`src/rtl/mode_pkg.sv`:
```
// Shared encodings for the button/mode path: FSM states and
// mode indices, plus a small width helper.
package mode_pkg;

  typedef enum logic [1:0] {
    ST_GAP = 2'd0,
    ST_ON  = 2'd1,
    ST_OFF = 2'd2,
    ST_ACK = 2'd3
  } state_t;

  typedef logic [1:0] mode_t;

  localparam mode_t MODE_NONE  = 2'd0;
  localparam mode_t MODE_HFILT = 2'd1;
  localparam mode_t MODE_VFILT = 2'd2;

  function automatic int max4(
    input int a,
    input int b,
    input int c,
    input int d
  );
    int m;
    m = a;
    if (b > m) m = b;
    if (c > m) m = c;
    if (d > m) m = d;
    return m;
  endfunction

endpackage

```
`src/rtl/mode_led_tick_gen.sv`:
```
// tick_gen: prescaler 0..c_max with synchronous clear; o_tick is
// high for the one clk the count sits at c_max.
// Ports: clk, rst_n, i_clr (sync clear), o_tick (pulse).
module tick_gen #(
  parameter int unsigned      c_w   = 24,
  parameter logic [c_w-1:0]   c_max = '1
) (
  input  logic clk,
  input  logic rst_n,
  input  logic i_clr,
  output logic o_tick
);

  logic [c_w-1:0] r_cnt;

  always_ff @(posedge clk or negedge rst_n) begin
    if (!rst_n) begin
      r_cnt <= '0;
    end else if (i_clr) begin
      r_cnt <= '0;
    end else if (r_cnt == c_max) begin
      r_cnt <= '0;
    end else begin
      r_cnt <= r_cnt + c_w'(1);
    end
  end

  assign o_tick = (r_cnt == c_max);

endmodule

```
`src/rtl/mode_led.sv`:
```
// mode_led: shows filter mode as a 0/1/2-blink code, test mode as a
// steady LED and any mode change as an acknowledge flash.
// Ports: clk, rst_n (async, low), filter_on, vfilter, test_mode in;
// led_code, led_test, led_ack out. Optional MODE_LED_DIM_EN gives
// 25 % duty on led_code/led_test via a free-running 2-bit counter.
module mode_led
  import mode_pkg::*;
#(
  parameter logic              c_on        = 1'b1,
  parameter int unsigned       c_tick_w    = 24,
  parameter logic [c_tick_w-1:0] c_tick_max = 24'd4_999_999,
  parameter int                c_on_ticks  = 4,
  parameter int                c_off_ticks = 4,
  parameter int                c_gap_ticks = 16,
  parameter int                c_ack_ticks = 8
) (
  input  logic clk,
  input  logic rst_n,
  input  logic filter_on,
  input  logic vfilter,
  input  logic test_mode,
  output logic led_code,
  output logic led_test,
  output logic led_ack
);

  localparam int c_max_t =
    max4(c_on_ticks, c_off_ticks, c_gap_ticks, c_ack_ticks);
  localparam int c_ph_w =
    (c_max_t > 1) ? $clog2(c_max_t) : 1;

  localparam logic [c_ph_w-1:0] c_on_last  =
    c_ph_w'(c_on_ticks - 1);
  localparam logic [c_ph_w-1:0] c_off_last =
    c_ph_w'(c_off_ticks - 1);
  localparam logic [c_ph_w-1:0] c_gap_last =
    c_ph_w'(c_gap_ticks - 1);
  localparam logic [c_ph_w-1:0] c_ack_last =
    c_ph_w'(c_ack_ticks - 1);

  state_t            r_state;
  logic [c_ph_w-1:0] r_phase;
  logic [1:0]        r_blink;
  mode_t             r_k_q;
  logic              r_test_q;

  mode_t w_k;
  logic  w_chg;
  logic  w_tick;
  logic  w_dim;

  always_comb begin
    w_k = MODE_NONE;
    unique case (1'b1)
      (!filter_on):            w_k = MODE_NONE;
      (filter_on && !vfilter): w_k = MODE_HFILT;
      (filter_on && vfilter):  w_k = MODE_VFILT;
      default:                 w_k = MODE_NONE;
    endcase
  end

  // vfilter is folded into k only when filter_on, so toggling it
  // with the filter off never counts as a change.
  assign w_chg = ({w_k, test_mode} != {r_k_q, r_test_q});

  // Prescaler restarts on a change so ACK always has full length.
  tick_gen #(
    .c_w   (c_tick_w),
    .c_max (c_tick_max)
  ) u_tick (
    .clk    (clk),
    .rst_n  (rst_n),
    .i_clr  (w_chg),
    .o_tick (w_tick)
  );

  always_ff @(posedge clk or negedge rst_n) begin
    if (!rst_n) begin
      r_state  <= ST_GAP;
      r_phase  <= '0;
      r_blink  <= '0;
      r_k_q    <= MODE_NONE;
      r_test_q <= 1'b0;
    end else begin
      r_k_q    <= w_k;
      r_test_q <= test_mode;
      if (w_chg) begin
        r_state <= ST_ACK;
        r_phase <= '0;
        r_blink <= '0;
      end else if (w_tick) begin
        unique case (r_state)
          ST_GAP: begin
            if (r_phase == c_gap_last) begin
              r_phase <= '0;
              r_blink <= '0;
              if (r_k_q != MODE_NONE) begin
                r_state <= ST_ON;
              end else begin
                r_state <= ST_GAP;
              end
            end else begin
              r_phase <= r_phase + c_ph_w'(1);
            end
          end
          ST_ON: begin
            if (r_phase == c_on_last) begin
              r_phase <= '0;
              r_blink <= r_blink + 2'd1;
              r_state <= ST_OFF;
            end else begin
              r_phase <= r_phase + c_ph_w'(1);
            end
          end
          ST_OFF: begin
            if (r_phase == c_off_last) begin
              r_phase <= '0;
              if (r_blink < r_k_q) begin
                r_state <= ST_ON;
              end else begin
                r_state <= ST_GAP;
              end
            end else begin
              r_phase <= r_phase + c_ph_w'(1);
            end
          end
          ST_ACK: begin
            if (r_phase == c_ack_last) begin
              r_phase <= '0;
              r_state <= ST_GAP;
            end else begin
              r_phase <= r_phase + c_ph_w'(1);
            end
          end
          default: begin
            r_phase <= '0;
            r_state <= ST_GAP;
          end
        endcase
      end
    end
  end

`ifdef MODE_LED_DIM_EN
  logic [1:0] r_dim;

  always_ff @(posedge clk or negedge rst_n) begin
    if (!rst_n) begin
      r_dim <= 2'd0;
    end else begin
      r_dim <= r_dim + 2'd1;
    end
  end

  assign w_dim = (r_dim == 2'd0);
`else
  assign w_dim = 1'b1;
`endif

  // Pure decodes of registered state; no input reaches a pin.
  assign led_code =
    ((r_state == ST_ON) && w_dim) ? c_on : ~c_on;
  assign led_ack =
    (r_state == ST_ACK) ? c_on : ~c_on;
  assign led_test =
    (r_test_q && w_dim) ? c_on : ~c_on;

endmodule
```
`config.mk`:
```
export PLATFORM = sky130hd
export DESIGN_NAME = mode_led
export DESIGN_NICKNAME = d
export VERILOG_FILES = /design/src/rtl/mode_pkg.sv /design/src/rtl/mode_led_tick_gen.sv /design/src/rtl/mode_led.sv
export SDC_FILE = /design/constraint.sdc
export NUM_CORES = 1
export LEC_CHECK = 0
export ABC_AREA = 1
export CAP_MARGIN = 10
export CORE_UTILIZATION = 43
export DETAILED_ROUTE_END_ITERATION = 7
export GPL_TIMING_DRIVEN = 0
export PLACE_DENSITY = 0.64
export SLEW_MARGIN = 0
export SYNTH_ARGS = -nofsm -noshare
export SYNTH_HDL_FRONTEND = slang
export SYNTH_SLANG_ARGS = --single-unit
```
`constraint.sdc`:
```
create_clock -name clk -period 3.05 [get_ports clk]
set_input_delay 0.7625 -clock clk [delete_from_list [all_inputs] [get_ports clk]]
set_output_delay 0.7625 -clock clk [all_outputs]
set_load 0.01 [all_outputs]
```
=== Word-level counts from Yosys, hierarchy flattened ===
Cells that the tools add are included.

* Add/sub/neg operators: 3
* $lt $le $gt $ge: 1
* Equal/unequal tests: 12
* Mux-type cells: 26
* Reductions and logical operators: 10

{| class="wikitable"
|+ Operator list
! operator !! count
|-
| $mux 24 || 2
|-
| $add 24x1->24 const B || 1
|-
| $eq 24x23->1 const B || 1
|-
| $mux 2 || 10
|-
| $mux 4 || 5
|-
| $ne 3x2->1 const B || 4
|-
| $pmux 4 s3 || 1
|-
| $pmux 2 s2 || 2
|-
| $pmux 2 s4 || 1
|-
| $mux 1 || 5
|-
| $reduce_and 5->1 || 1
|-
| $add 4x1->4 const B || 1
|-
| $eq 2x2->1 const B || 2
|-
| $eq 4x2->1 const B || 1
|-
| $eq 4x3->1 const B || 1
|-
| $eq 4x4->1 const B || 1
|-
| $reduce_and 4->1 || 1
|-
| $reduce_bool 2->1 || 2
|-
| $ne 3x3->1 || 1
|-
| $reduce_bool 3->1 || 1
|-
| $add 2x1->2 const B || 1
|-
| $eq 2x1->1 const B || 1
|-
| $logic_and 1x1->1 || 2
|-
| $logic_not 2->1 || 1
|-
| 3 further kinds || 3
|}

* Bits in registers: 35
* Input port bits: 5
* Output and inout port bits: 3
* Logic and storage cells: 58

=== Longest topological paths before layout ===
Gate-level depths: netlist of the first run.

* Word-level depth: 6
* Gate-level depth with buffers: 11

=== Modules after synthesis ===
From an unflattened synthesis of the first run, not the netlist that was laid out.

* Cell total of the unflattened synthesis: 309
* Area total of the unflattened synthesis: 2287.2 um^2

{| class="wikitable"
|+ Modules (own cells, without submodules)
! module !! times used !! cells each !! area each (um^2)
|-
| tick_gen || 1 || 196 || 1485.2
|-
| mode_led || 1 || 113 || 802.0
|}

=== Least setup slack after synthesis of the first run ===
OpenSTA, ideal clock, no wires.

* Path kind: input-to-reg
* Start point: in vfilter
* End point: reg u_tick.r_cnt[9]
* Library setup time: 0.067 ns
* Arrival: 1.567 ns
* Data required time: 2.983 ns
* Setup slack: 1.416 ns
* Cell stages on the path: 8
* Path buffers: 0
* Path through: nand2_1 inv_1 nand2_1 nand2_1 inv_1 nand3_1 nor2_2 and3_1

* Cells in the longest elaborated chain, start to end: 5
* Elaborated cells on any way between the ends: 6
* Classes of those cells: eq/ne: 1; mux: 2; reduce/logical: 3

{| class="wikitable"
|+ RTL lines
! element !! line !! RTL
|-
| start, declared || mode_led.sv:20 || <nowiki>input logic vfilter,</nowiki>
|-
| $logic_not 1->1 || mode_led.sv:56 || <nowiki>(filter_on && !vfilter): w_k = MODE_HFILT;</nowiki>
|-
| $logic_and 1x1->1 || mode_led.sv:56 ||
|-
| $pmux 2 s2 * || mode_led.sv:54 || <nowiki>unique case (1'b1)</nowiki>
|-
| via w_k[1] || mode_led.sv:47 || <nowiki>mode_t w_k;</nowiki>
|-
| $ne 3x3->1 * || mode_led.sv:64 || <nowiki>assign w_chg = ({w_k, test_mode} != {r_k_q, r_test_q});</nowiki>
|-
| $mux 24 * || mode_led_tick_gen.sv:19 || <nowiki>end else if (i_clr) begin</nowiki>
|-
| end signal, assigned || mode_led_tick_gen.sv:24 || <nowiki>r_cnt <= r_cnt + c_w'(1);</nowiki>
|-
| end, declared || mode_led_tick_gen.sv:14 || <nowiki>logic [c_w-1:0] r_cnt;</nowiki>
|}

Mark *: on every way through the listed nets, which the timed path passes. The rest lies on a longest branch.
A chain may end at the register's enable or synchronous reset.

=== Worst setup path after layout of the first run ===
* Start point: reg r_state[1]
* End point: out led_code

* Cells in the longest elaborated chain, start to end: 2

{| class="wikitable"
|+ RTL lines
! element !! line !! RTL
|-
| start, declared || mode_led.sv:41 || <nowiki>state_t r_state;</nowiki>
|-
| start signal, assigned || mode_led.sv:79 || <nowiki>r_state <= ST_GAP;</nowiki>
|-
| start signal, assigned || mode_led.sv:88 || <nowiki>r_state <= ST_ACK;</nowiki>
|-
| start signal, assigned || mode_led.sv:98 || <nowiki>r_state <= ST_ON;</nowiki>
|-
| $eq 2x1->1 || mode_led.sv:162 || <nowiki>((r_state == ST_ON) && w_dim) ? c_on : ~c_on;</nowiki>
|-
| $mux 1 || mode_led.sv:162 ||
|-
| end, declared || mode_led.sv:22 || <nowiki>output logic led_code,</nowiki>
|}

Every way passes these cells.

==> metrics.sh, run 1 <==
FINALSETUPVIOLCOUNT=0
GRTUSAGEMET3=0.0480
DP_HPWL_UM=3310
GRT_USAGE=0.190
CTS_REPAIR_RESIZE_COUNT=0
FINAL_MAX_SLEW_VIOL_COUNT=0
YOSYSTOPAREACELL='dfrtp_1'
HIGHEST_COUNT_CELLS_IN_THE_LAYOUT_IGNORING_FILL_AND_TAPS='nand2_1 (88), nor2_1 (57), inv_1 (40), dfrtp_1 (35), nand3_1 (23)'
GRT_USE_MET1=0.232
CRITICAL_PATH_BUF_INV_COUNT=2
YS_FF_LATCH=35
NUMCLOCKSINKS=35
MAXCLOCKFREQUENCY_GHz=0.420
GLOBAL_ROUTE_CONGESTION_OVERFLOW_TOTAL=0
SLEW_HEADROOM=0.480
CP_MAX_FO=6
SYNTH_SEQ_AREA_SHARE=0.400
FINAL.FILL_COUNT=504
ROUTED_VIA_DENSITY=4.83
INTERNAL_POWER_W=0.000636
MET2_USAGE=0.324
GRT_FIRST_PASS_WIRELENGTH_UM=7780
ANTENNA_VIOLATIONS_BEFORE_REPAIR=0
P_LEAK_nW=1.18
P_COMB_FRAC=0.066
CRIT_REQUIRED_PS=2290
IR_DROP_mV=0.264
POST_CTS_BUFFERS=0
CORE_AREA_UM2=4820
CLK_LATENCY_PS=280
IOPINCOUNT=8
SYN_AREA_UM2=2190
POWER_SWITCHING_SHARE=0.234
POSTROUTEANTENNANETS=0
FINAL_CORE_UTIL=0.501
IO_BUFFER_COUNT=7
CP_NUM_CELLS=3
GPL.FINAL_WEIGHTED_CONGESTION=0.844
TRITONCTS_CLOCK_TREE='built'
AVG_WL_PER_CELL_UM=11.2
RUN_STATUS='finished, final reports clean'
CRIT_TYPE='register to primary output'
POST-ROUTE-MIN-PERIOD_PS=2380
TIMING.FINAL.CRIT_SHARE=0.781
HP-CLASS='register to register'
GRT_PASS1_VIAS=1830
FINALHOLDVIOLCOUNT=0
TIMING.CRITICAL_PATH.ARRIVAL_PS=1620
P_SWITCHING_W=0.000194
CRITICAL-PATH-MAX-STAGE-DELAY_PS=580
CLKPWRFRAC=0.364
CLOCK_TREE.BUFFER_DEPTH=2
CTS-HTREE-LEVELS=2
TRITONCTS_BUFFERS=5
DRT_PRE_ANTENNA_ITERS=4
STANDARD_CELL_ROW_COUNT=25
HOLDBUFCOUNTCTS=0
POWER_PER_CELL_AREA_nW_PER_UM2=344
ANTENNA_CELLS=0
CRITICAL_PATH.STARTPOINT_TYPE='register'
TIGHTESTPINTRANSITION_PS=780
REG2REGPATHDEPTH=7
MAX_CAP_VIOLS=0
CP_CELL_SEQUENCE='inv_1, ha_1, clkdlybuf4s50_1'
UNREPAIRED_SETUP_ENDPOINTS_AFTER_GLOBAL_ROUTING='false'
ROUTE.VIAS.TOTAL=1879
BUSIEST_LAYER='met2'
POST_SYNTH_MAIN_AREA_CONTRIBUTORS='dfrtp_1 (40%), nand2_1 (15%), nor2_1 (9.8%)'
DIE-AREA_UM2=5380
NETLIST-CELL-TYPE-COUNT=26
PLACEDINSTANCEAREA_UM2=2340
SYNTH_TOP_AREA_SHARE=0.400
SYN-MEAN-INSTANCE-AREA_UM2=7.09
LAYOUT.CELLS.MOST_COMMON='nand2_1'
DRT_DRC_VIOLATIONS_LEFT=0
CTS.ROOT.BUFFER_CELL='clkbuf_8'
GRT_MAX_DEGREE=36
AREA_GROWTH_FROM_SYNTHESIS_TO_LAYOUT_PCT=10.1
FINALCLOCKSKEW_PS=2.48
DRT-TOTAL-WL_UM=4370
WHS_PATH_DEPTH=2
INITIAL_CORE_UTIL=0.455
MIN-DELAY-START='r_phase[1]$_DFFE_PN0P_'
PWR-SHARE-SEQ=0.570
NUM-NETS-FINAL=335
SYNTH.YOSYS.WARNINGS=0
NUMBER_OF_DRC_MARKERS_AFTER_THE_INITIAL_DETAILED_ROUTE_ITERATION=131
DIEHEIGHT_UM=73.4
CRITPATHCAPTURETYPE='primary output'
SETUP.WORST_PATH.START='r_state[1]$_DFFE_PN0P_'
CRIT_FAMILY='buffers and inverters'
CRIT-REG2REG-LAUNCH='u_tick.r_cnt[0]$_DFF_PN0_'
POST_ROUTE_CELLS_DRIVE_ABOVE_1_SHARE=0.0776
FLOORPLAN.DIE.WIDTH_UM=73.4
CRIT_SLOWEST_CELL='clkdlybuf4s50_1'
POST-ROUTE-CELL-AREA_UM2=2410
CTS.REPORTEDPATHS.CLKPINSLEW_PS=60
SYNTHESIS.INSTANCES=309
POSTSYNTHNETCOUNT=321
TIMING.SETUP.TNS_PS=0
-- cells in the mapped netlist --
library cell   n
nand3_2        1
nand2_2        3
nor3_1         9
a31o_2         1
nor2_2         3
buf_2          1
nor2_4         3
nand2_1       88
inv_1         40
nand3_1       23
dfrtp_1       35
nor2_1        57
nand2_4        2
and3_1         1
a21oi_1        3
nand4_2        1
nand4_1        8
inv_2          1
ha_1           7
o21ai_0        7
nor3_4         1
nor3b_1        1
or2_2          2
a21boi_0       1
xor2_1         7
xnor2_1        3
-- cell families (layout without fill, tap and decap cells) --
kind of cell / Yosys count / count (layout) / share of synthesized area
flops: 35 / 35 / 0.400
simple gates: 203 / 203 / 0.417
fa+ha+maj: 7 / 7 / 0.0400
xor+xnor: 10 / 10 / 0.0400
compound gates: 12 / 12 / 0.0303
buf+inv: 42 / 55 / 0.0726
-- metal layers --
| layer | wire length, um | up-vias |
|---|---|---|
| met4 | 75 | 0 |
| li1 | - | 990 |
| met1 | 2010 | 836 |
| met5 | 0 | - |
| met3 | 245 | 9 |
| met2 | 2040 | 44 |
-- final timing paths --
| path | to | slack [ps] |
|---|---|---|
| hold reg to reg | r_phase[1]$_DFFE_PN0P_ | 520 |
| min in group asynchronous | u_tick.r_cnt[1]$_DFF_PN0_ | 560 |
| max in group asynchronous | r_blink[1]$_DFFE_PN0P_ | 2000 |
| hold / removal | r_phase[1]$_DFFE_PN0P_ | 520 |
| setup / recovery | led_code | 670 |
| setup reg to reg | u_tick.r_cnt[9]$_DFF_PN0_ | 1290 |
-- layout make-up --
| cell class | count | area [um^2] | area share |
|---|---|---|---|
| Timing Repair Buffer | 7 | 65.1 | 0.0270 |
| Clock buffer | 6 | 72.6 | 0.0301 |
| Buffer | 1 | 5.00 | 0.00208 |
| Inverter | 41 | 154 | 0.0638 |
| Sequential cell | 35 | 876 | 0.363 |
| Multi-Input combinational cell | 232 | 1150 | 0.479 |
| Tap cell | 67 | 83.8 | 0.0348 |
-- power groups by stage --
stage	Clock, W	Sequential [W]	Combinational, W
after floorplan	0	0.000481	0.0000304
after global placement	0	0.000481	0.0000567
after detailed placement	0	0.000481	0.0000569
after CTS	0.000315	0.000473	0.0000569
after global routing	0.000335	0.000473	0.0000629
final	0.000302	0.000473	0.0000550
-- flip-flops by register name (all words and copies together) (netlist names) --
register	flops
r_state	2
r_k_q	2
u_tick.r_cnt	24
r_phase	4
r_blink	2
r_test_q	1
-- metrics by stage --
step                power, W  setup slack [ps]  hold slack [ps]  cells
floorplan           0.000511              1420              467    309
global placement    0.000538               393              502    383
detailed placement  0.000538               704              508    383
global route        0.000870               594              545    389
CTS                 0.000845               659              524    389
finish              0.000830               667              523    389
-- worst min-delay path: stages (launching register included) --
cell     delay [ps]
dfrtp_1         370
nand2_1          60
nand2_1          60
Power figures use the tool's default switching activity.
==> run 2, diff against run 1 <==
==> constraint.sdc (replaced) <==
create_clock -name clk -period 2.5 [get_ports clk]
set_input_delay 0.625 -clock clk [delete_from_list [all_inputs] [get_ports clk]]
set_output_delay 0.625 -clock clk [all_outputs]
set_load 0.01 [all_outputs]
==> results of run 2 <==
The final DEF is identical to that of run 1. Status: finished, final reports clean.
Main changes from that run: setup slack after placement 704 ps -> 291 ps; setup slack after layout 667 ps -> 255 ps; hold slack 523 ps -> 418 ps; register-to-register setup slack 1290 ps -> 740 ps; total power 0.000830 W -> 0.00101 W; worst IR drop on VDD 0.264 mV -> 0.322 mV
==> run 3, diff against run 2 <==
--- a/config.mk
+++ b/config.mk
@@ -7,10 +7,13 @@
 export LEC_CHECK = 0
 export ABC_AREA = 1
 export CAP_MARGIN = 10
-export CORE_UTILIZATION = 43
+export CELL_PAD_IN_SITES_DETAIL_PLACEMENT = 2
+export CELL_PAD_IN_SITES_GLOBAL_PLACEMENT = 2
+export CORE_UTILIZATION = 36
+export CTS_BUF_LIST = sky130_fd_sc_hd__clkbuf_4
 export DETAILED_ROUTE_END_ITERATION = 7
 export GPL_TIMING_DRIVEN = 0
-export PLACE_DENSITY = 0.64
+export PLACE_DENSITY = 0.85
 export SLEW_MARGIN = 0
 export SYNTH_ARGS = -nofsm -noshare
 export SYNTH_HDL_FRONTEND = slang
==> constraint.sdc (replaced) <==
create_clock -name clk -period 2.2 [get_ports clk]
set_input_delay 0.55 -clock clk [delete_from_list [all_inputs] [get_ports clk]]
set_output_delay 0.55 -clock clk [all_outputs]
set_load 0.01 [all_outputs]
==> run 3 against run 2 <==
  * Sequential cell count stayed put
  * Clock skew grew 8.9 ps
  * Critical path depth is 1 lower
  * Combinational power increased by 19%
  * Final cell count up 2.6%
  * Clock power is 30% higher
  * Clock-buffer cell count shrank 1
  * Via count increased by 5.6%
  * Die area grew 19%
  * First-iteration DRC count shrank 49%
  * Worst hold slack got worse by 140 ps
  * Critical path type unchanged
  * Largest power group unchanged
==> metrics.sh, run 3 (synthesized netlist as in run 1, its figures left out) <==
RUN_STATUS='finished, final reports clean'
P_COMB_FRAC=0.066  # about the same
TIMING.CRITICAL_PATH.ARRIVAL_PS=1570  # -50 ps
MAX_CAP_VIOLS=0  # unchanged
IOPINCOUNT=8  # unchanged
CRITICAL_PATH.STARTPOINT_TYPE='register'
FINALCLOCKSKEW_PS=11.3  # +8.86 ps
FINALSETUPVIOLCOUNT=0  # unchanged
FLOORPLAN.DIE.WIDTH_UM=80.0  # +9.0%
LAYOUT.CELLS.MOST_COMMON='nand2_1'
MET3ROUTEDLENGTH_UM=95  # -61%
GRT_PASS1_VIAS=2204  # +20%
INITIAL_CORE_UTIL=0.372  # -0.0825
CRIT_SLOWEST_CELL='clkdlybuf4s50_1'
HIGHEST-SIGNAL-LAYER='met4'
GRT_USAGE=0.216  # +0.0258
TIGHTESTPINTRANSITION_PS=860  # +80.0 ps
FINAL.FILL_COUNT=707  # +40%
HOLDWS_PS=281
CLK_LATENCY_PS=360  # +80 ps
NUM-NETS-FINAL=335  # unchanged
CTS.ROOT.BUFFER_CELL='clkbuf_4'
TRITONCTS_BUFFERS=5  # unchanged
HP-CLASS='primary input to asynchronous set/reset pin'
GLOBAL_ROUTE_CONGESTION_OVERFLOW_TOTAL=0  # unchanged
POST_CTS_BUFFERS=0  # unchanged
CRITPATHCAPTURETYPE='primary output'
HIGHEST_COUNT_CELLS_IN_THE_LAYOUT_IGNORING_FILL_AND_TAPS='nand2_1 (88), nor2_1 (57), inv_1 (40), dfrtp_1 (35), nand3_1 (23)'
FINAL_MAX_SLEW_VIOL_COUNT=0  # unchanged
WL_MET1_UM=2690  # +34%
MAXCLOCKFREQUENCY_GHz=0.473
CORE_AREA_UM2=5890  # +22%
PWR-SHARE-SEQ=0.539  # -0.031
CRIT_REQUIRED_PS=1650
SLEW_HEADROOM=0.427  # -0.0533
POST-ROUTE-MIN-PERIOD_PS=2120
DRT_DRC_VIOLATIONS_LEFT=0  # unchanged
NUMBER_OF_DRC_MARKERS_AFTER_THE_INITIAL_DETAILED_ROUTE_ITERATION=67  # -49%
ANTENNA_CELLS=0  # unchanged
WL_MET2_UM=3320  # +63%
TIMING.SETUP.TNS_PS=0  # unchanged
FINAL_CORE_UTIL=0.412  # -0.0883
LARGESTREGISTERS='u_tick.r_cnt: 24 flops, r_phase: 4 flops'
POST_ROUTE_CELLS_DRIVE_ABOVE_1_SHARE=0.0864  # +0.00878
IR_DROP_mV=0.234
POWER_SWITCHING_SHARE=0.255
TOTAL_POWER_W=0.00121
CLOCK_TREE.BUFFER_DEPTH=2  # unchanged
HOLDBUFCOUNTCTS=0  # unchanged
POSTROUTEANTENNANETS=0  # unchanged
CP_CELL_SEQUENCE='ha_1, clkdlybuf4s50_1'
DP_HPWL_UM=4870  # +47%
CTS-HTREE-LEVELS=2  # unchanged
DIEHEIGHT_UM=80.0  # +9.0%
LARGEST-REGISTER='u_tick.r_cnt'
IO_BUFFER_COUNT=7  # unchanged
POST-ROUTE-CELL-AREA_UM2=2430  # +0.62%
CLKPWRFRAC=0.395  # +0.031
INTERNAL_POWER_W=0.000904
ROUTE.VIAS.TOTAL=1985  # +5.6%
GRT_FIRST_PASS_WIRELENGTH_UM=10400  # +33%
AREA_GROWTH_FROM_SYNTHESIS_TO_LAYOUT_PCT=10.8
STANDARD_CELL_ROW_COUNT=28  # +12%
CRITICAL-PATH-MAX-STAGE-DELAY_PS=550  # -30 ps
NUMCLOCKSINKS=35  # unchanged
TRITONCTS_CLOCK_TREE='built'
P_SWITCHING_W=0.000310
GPL.FINAL_WEIGHTED_CONGESTION=0.772  # -8.6%
TIMING.FINAL.CRIT_SHARE=0.962
ANTENNA_VIOLATIONS_BEFORE_REPAIR=0  # unchanged
AVG_WL_PER_CELL_UM=15.5  # +38%
UNREPAIRED_SETUP_ENDPOINTS_AFTER_GLOBAL_ROUTING='false'
CTS.REPORTEDPATHS.CLKPINSLEW_PS=120  # +60 ps
P_LEAK_nW=1.19  # +0.78%
DRT_PRE_ANTENNA_ITERS=2  # -2
CP_MAX_FO=4  # -2
LARGEST_REGISTER_FFS=24  # unchanged
ROUTED_VIA_DENSITY=4.97  # +3.0%
FINALHOLDVIOLCOUNT=0  # unchanged
DIE-AREA_UM2=6400  # +19%
PLACEDINSTANCEAREA_UM2=2350  # +0.43%
CRIT_TYPE='register to primary output'
DRT-TOTAL-WL_UM=6180  # +41%
GRT_MAX_DEGREE=36  # unchanged
POWER_PER_CELL_AREA_nW_PER_UM2=501
CTS_REPAIR_RESIZE_COUNT=2  # +2
==> run 3: power by group through the flow <==
stage                     logic [W]  registers (W)  clock network, W
after global routing      0.0000912       0.000656          0.000517
after global placement    0.0000822       0.000667                 0
after CTS                 0.0000845       0.000655          0.000495
after detailed placement  0.0000843       0.000668                 0
final                     0.0000801       0.000655          0.000480
after floorplan           0.0000421       0.000666                 0
==> run 3: cell type report <==
class	instances	area, um^2	area share
multi-input combinational	232	1160	0.477
sequential	35	876	0.361
inverter	41	154	0.0634
tap	75	93.8	0.0387
timing repair buffer	7	63.8	0.0263
clock inverter	3	38.8	0.0160
clock buffer	5	37.5	0.0155
buffer	1	5.00	0.00206
==> run 3: worst paths after layout <==
| kind | cells after the start | from | slack [ps] | end |
|---|---|---|---|---|
| min | 1 | rst_n | 280 | u_tick.r_cnt[2]$_DFF_PN0_ |
| min in group clk | 2 | r_phase[1]$_DFFE_PN0P_ | 530 | r_phase[1]$_DFFE_PN0P_ |
| min reg2reg | 2 | r_phase[1]$_DFFE_PN0P_ | 530 | r_phase[1]$_DFFE_PN0P_ |
| max reg2reg | 8 | u_tick.r_cnt[0]$_DFF_PN0_ | 400 | r_state[1]$_DFFE_PN0P_ |
| max | 2 | r_state[0]$_DFFE_PN0P_ | 80 | led_ack |
| max in group asynchronous | 1 | rst_n | 1370 | r_phase[2]$_DFFE_PN0P_ |
==> run 3: metal layers <==
layer	global-route usage	vias up
met5	0	-
met2	0.413	11
met4	0.0536	0
met1	0.242	977
met3	0.0411	6
li1	-	991
==> run 3: worst max-delay path, delay by kind of cell (launching register included) <==
family | cells | cell delay (ps)
fa+ha+maj | 1 | 230
buf+inv | 1 | 550
flops | 1 | 430
==> run 3: stage by stage <==
step | std cells | setup WS [ps]
after floorplan | 309 | 754
final | 399 | 83.8
after global placement | 391 | -332
after global routing | 399 | 7.35
after detailed placement | 391 | -11.6
after CTS | 399 | 53.2
==> patch 1, RTL diff (config.mk and constraints of run 2) <==
`c_off_ticks`: 4 -> 8.
--- a/src/rtl/mode_led.sv
+++ b/src/rtl/mode_led.sv
@@ -12,3 +12,3 @@
   parameter int                c_on_ticks  = 4,
-  parameter int                c_off_ticks = 4,
+  parameter int                c_off_ticks = 8,
   parameter int                c_gap_ticks = 16,
Function: no difference found for any inputs over 10 cycles, from zero or initial values and one cycle with rst_n low; that may be too few to reach the edited logic, so the function may still have changed.
==> patch 1 against run 2 <==
Final area down 0.36%. Sequential cell count unchanged. Synthesized area down 0.97%. Worst setup slack better by 0.037 ns. Wire length up 7.2%. Clock skew up 0.0044 ns. Die area down 0.95%. Maximum frequency up 1.7%. Synthesized cell count up 0.32%. Critical path depth down 1. Final cell count up 0.77%.
Power is not compared: it rests on default switching activity, and its combinational part moved more than twofold at a synthesized area within 25%.
==> patch 1: results (changes against run 2) <==
* Max VDD drop at 0.346 mV
* Net Sw Power at 0.368 mW
* YS warnings at 0 (unchanged)
* Skew final at 0.00686 ns (+0.00438 ns)
* Layout cell share with drive strength beyond 1 at 0.0800 (+0.00236)
* Total track usage at 0.201 (+0.0111)
* Top cells by count, synth: 80 x nand2_1, 55 x nor2_1, 40 x inv_1
* Initial antenna violation count at 0 (unchanged)
* DR iter-0 viols at 87 (-34%)
* Clk buf depth at 2 (unchanged)
* Vias in the first global route at 1723 (-5.8%)
* CP arrival at 1.58 ns (-0.04 ns)
* First-pass GRT wire length at 8100 microns (+4.1%)
* Comb pwr at 0.205 mW
* Via-to-Cell Ratio at 4.91 (+1.7%)
* Number of H-tree levels at 2 (unchanged)
* Slew margin rel. at 0.472 (-0.00781)
* Post-DP HPWL at 3500 microns (+6.0%)
* Status: finished, final reports clean
* Filler Cell Count at 474 (-6.0%)
* Synth top area cells: dfrtp_1 40%, nand2_1 14%, nor2_1 9.5%, inv_1 6.9%, nand3_1 6.7%
* Slowest cell on the critical path: clkdlybuf4s50_1
* Register area share after synthesis at 0.404 (+0.00392)
* Most common flop cell mapped by yosys: dfrtp_1
* CP Max Fanout at 7 (+1)
* Post-CTS setup buffer count at 0 (unchanged)
* First-pass detailed-route iteration total at 6 (+2)
* Largest regs: u_tick.r_cnt: 24 flops, r_phase: 4 flops
* Fin nets at 332 (-0.90%)
* Cell Area, Placed at 2320 sq um (-0.91%)
* Ant. Diodes at 0 (unchanged)
* Resized Gates After CTS at 0 (unchanged)
* Lkg Pwr at 1.11 nW
* Placer Congestion at 0.873 (+3.4%)
* Mapped Nets at 318 (-0.93%)
* Avg WL per Cell at 12.0 microns (+6.4%)
* FF-to-FF path depth at 9 (+2)
-- patch 1: kinds of logic after synthesis --
logic type	count (synthesis)	synth area share
and+or+nand+nor	198	0.407
buffers and inverters	47	0.0871
DFF	35	0.404
AOI/OAI and AO/OA	16	0.0398
xor gates and xnor gates	11	0.0444
adders and majority gates	3	0.0173
-- patch 1: cell type report --
| type | instances | area [sq um] | area share |
|---|---|---|---|
| multi-input combinational | 228 | 1100 | 0.459 |
| sequential | 35 | 876 | 0.365 |
| inverter | 44 | 165 | 0.0687 |
| tap | 67 | 83.8 | 0.0349 |
| clock buffer | 6 | 72.6 | 0.0302 |
| timing repair buffer | 7 | 65.1 | 0.0271 |
| buffer | 3 | 23.8 | 0.00990 |
| clock inverter | 2 | 12.5 | 0.00521 |
-- patch 1: through the flow --
| step | setup WS, ns | hold WS (ns) | instances |
|---|---|---|---|
| floorplan | 1.01 | 0.329 | 310 |
| global placement | -0.0277 | 0.505 | 384 |
| global route | 0.203 | 0.495 | 392 |
| detailed placement | 0.363 | 0.510 | 384 |
| finish | 0.291 | 0.416 | 392 |
| CTS | 0.296 | 0.446 | 392 |
-- patch 1: per-layer routing --
metal,routed length [microns],track usage,vias to the layer above
met2,1990,0.290,34
met1,2410,0.297,875
li1,-,-,1011
met3,222,0.0373,5
met5,0,0,-
met4,59,0.0719,0
-- patch 1: worst paths after layout --
path	startpoint	to	slack, ns
min	rst_n	u_tick.r_cnt[14]	0.42
min reg2reg	r_phase[1]	r_phase[1]	0.53
max in group asynchronous	rst_n	u_tick.r_cnt[19]	1.59
max	r_state[1]	led_code	0.29
min in group clk	r_phase[1]	r_phase[1]	0.53
max reg2reg	u_tick.r_cnt[0]	r_blink[1]	0.74
==> patch 2, RTL diff (settings of run 2) <==
Made on the original files. Register the input `test_mode` before use, with the module's reset. The logic sees it one clock later. The other inputs are not delayed to match.
--- a/src/rtl/mode_led.sv
+++ b/src/rtl/mode_led.sv
@@ -40,2 +40,12 @@
 
+  logic test_mode_q;
+
+  always_ff @(posedge clk or negedge rst_n) begin
+    if (!rst_n) begin
+      test_mode_q <= '0;
+    end else begin
+      test_mode_q <= test_mode;
+    end
+  end
+
   state_t            r_state;
@@ -63,3 +73,3 @@
   // with the filter off never counts as a change.
-  assign w_chg = ({w_k, test_mode} != {r_k_q, r_test_q});
+  assign w_chg = ({w_k, test_mode_q} != {r_k_q, r_test_q});
 
@@ -85,3 +95,3 @@
       r_k_q    <= w_k;
-      r_test_q <= test_mode;
+      r_test_q <= test_mode_q;
       if (w_chg) begin
Behaviour: not the same (Yosys sat finds a counterexample within 4 cycles, from zero or initial values and one cycle with rst_n low).
==> patch 2 against run 2 <==
Worst setup slack worse by 0.016 ns. Wire length is 3.3% higher. Power is 16% higher. Critical endpoint unchanged. Sequential cell count is 1 higher. Maximum frequency is 0.69% lower. Non-clock buffer count stayed put. Final area is 2.6% higher. First-iteration DRC count is 49% lower. Synthesized area is 1.1% higher. Critical path depth stayed put.
==> patch 2: results (changes against run 2) <==
* Fmax at 442 MHz (-0.69%)
* CP Max Fanout at 6 (unchanged)
* Skew final at 0.00377 ns (+0.00129 ns)
* Slew margin rel. at 0.470 (-0.00950)
* Clk buf depth at 2 (unchanged)
* DR iter-0 viols at 67 (-49%)
* FF-to-FF path depth at 7 (unchanged)
* Initial antenna violation count at 0 (unchanged)
* Final Hold Vio Count at 0 (unchanged)
* Register area share after synthesis at 0.407 (+0.00678)
* Status: finished, final reports clean
* Fin nets at 336 (+0.30%)
* Filler Cell Count at 493 (-2.2%)
* Worst r2r dst: u_tick.r_cnt[9]
* Number of port buffers at 7 (unchanged)
* Cell Area, Placed at 2360 sq um (+1.1%)
* Placer Congestion at 0.855 (+1.3%)
* Post-DP HPWL at 3410 microns (+3.1%)
* Max VDD drop at 0.306 mV (-5.2%)
* Hold WC Path Type: in -> async
* Footprint of the multi-input gates at 1150 sq um (unchanged)
* Setup slack at placement at 0.272 ns (-0.0194 ns)
* CTS clk-pin slew, worst paths at 0.08 ns (+0.02 ns)
* Layout cell share with drive strength beyond 1 at 0.0862 (+0.00851)
* Post-synth ARST share at 1.00 (unchanged)
* Mapped Nets at 322 (+0.31%)
* Synth top area cells: dfrtp_1 41%, nand2_1 15%, nor2_1 9.7%, inv_1 6.8%, nand3_1 5.2%
* R2R Setup Slk at 0.76 ns (+0.02 ns)
* Total track usage at 0.194 (+0.00449)
* Clock Latency Late Sink at 0.29 ns
* Lkg Pwr at 1.21 nW (+2.4%)
* First-pass GRT wire length at 8000 microns (+2.8%)
* Largest net degree at the start of global routing at 37 (+2.8%)
* First-pass detailed-route iteration total at 4 (unchanged)
* YS warnings at 0 (unchanged)
* Vias in the first global route at 1818 (-0.66%)
* Largest regs: u_tick.r_cnt: 24 flops, r_phase: 4 flops
* Crit path launch: r_state[1]
* TritonCTS buffer count at 5 (unchanged)
* Resized Gates After CTS at 0 (unchanged)
* Synth unique cells at 26 (unchanged)
* CP arrival at 1.64 ns (+0.02 ns)
* Post-synth EDFFs at 0 (unchanged)
* Ant. Diodes at 0 (unchanged)
* Via-to-Cell Ratio at 4.89 (+1.1%)
* Avg WL per Cell at 11.5 microns (+2.5%)
* Number of H-tree levels at 2 (unchanged)
* Area leader, netlist: dfrtp_1
* Clk root buf: clkbuf_8
* Post-CTS setup buffer count at 0 (unchanged)
* Critical Path End: led_code
* Top cells by count, synth: 88 x nand2_1, 57 x nor2_1, 40 x inv_1
* Reg2reg start: u_tick.r_cnt[0]
==> patch 2: logic make-up after synthesis <==
logic type / share of synthesized area
adders and majority gates: 0.0395
and+or+nand+nor: 0.412
buffers and inverters: 0.0717
AOI/OAI and AO/OA: 0.0299
xor gates and xnor gates: 0.0396
DFF: 0.407
==> patch 2: layout make-up <==
class / count / share of cell area
plain buffers: 1 / 0.00202
inverters: 41 / 0.0622
flip-flops and latches: 36 / 0.364
clock buffers: 5 / 0.0278
multi-input cells: 232 / 0.467
well taps: 67 / 0.0339
clock inverters: 3 / 0.0172
repair buffers: 7 / 0.0263
==> patch 2: worst min-delay path by stage <==
stage | cells past startpoint | to | slack [ns]
2_1_floorplan | 0 | r_blink[0] | 0.33
3_3_place_gp | 0 | r_test_q | 0.38
3_5_place_dp | 0 | r_test_q | 0.39
4_1_cts | 0 | r_test_q | 0.41
5_1_grt | 0 | r_test_q | 0.43
6_report | 1 | u_tick.r_cnt[2] | 0.41
==> patch 2: power by group <==
group / leakage, nW / switching (mW) / internal, mW / total, mW
clock: 0.0541 / 0.221 / 0.295 / 0.516
combinational: 0.668 / 0.0473 / 0.0189 / 0.0662
sequential: 0.485 / 0.00555 / 0.588 / 0.593
==> patch 2: routing by layer <==
metal,global-route usage,part of all wire,wire length (microns)
met5,0,0,0
met3,0.0439,0.036,164
met4,0.0791,0.017,78
met1,0.243,0.48,2190
met2,0.323,0.46,2080
==> patch 2: worst max-delay path: stages (launching register included) <==
cell and delay, ns:
dfrtp_1 0.41, inv_1 0.09, ha_1 0.27, clkdlybuf4s50_1 0.58
==> patch 2: through the flow <==
| stage | setup TNS, ns | std cells | total power [mW] |
|---|---|---|---|
| 2_1_floorplan | 0 | 310 | 0.641 |
| 3_3_place_gp | -1.33 | 384 | 0.674 |
| 3_5_place_dp | 0 | 384 | 0.674 |
| 4_1_cts | 0 | 392 | 1.19 |
| 5_1_grt | 0 | 392 | 1.23 |
| 6_report | 0 | 392 | 1.18 |
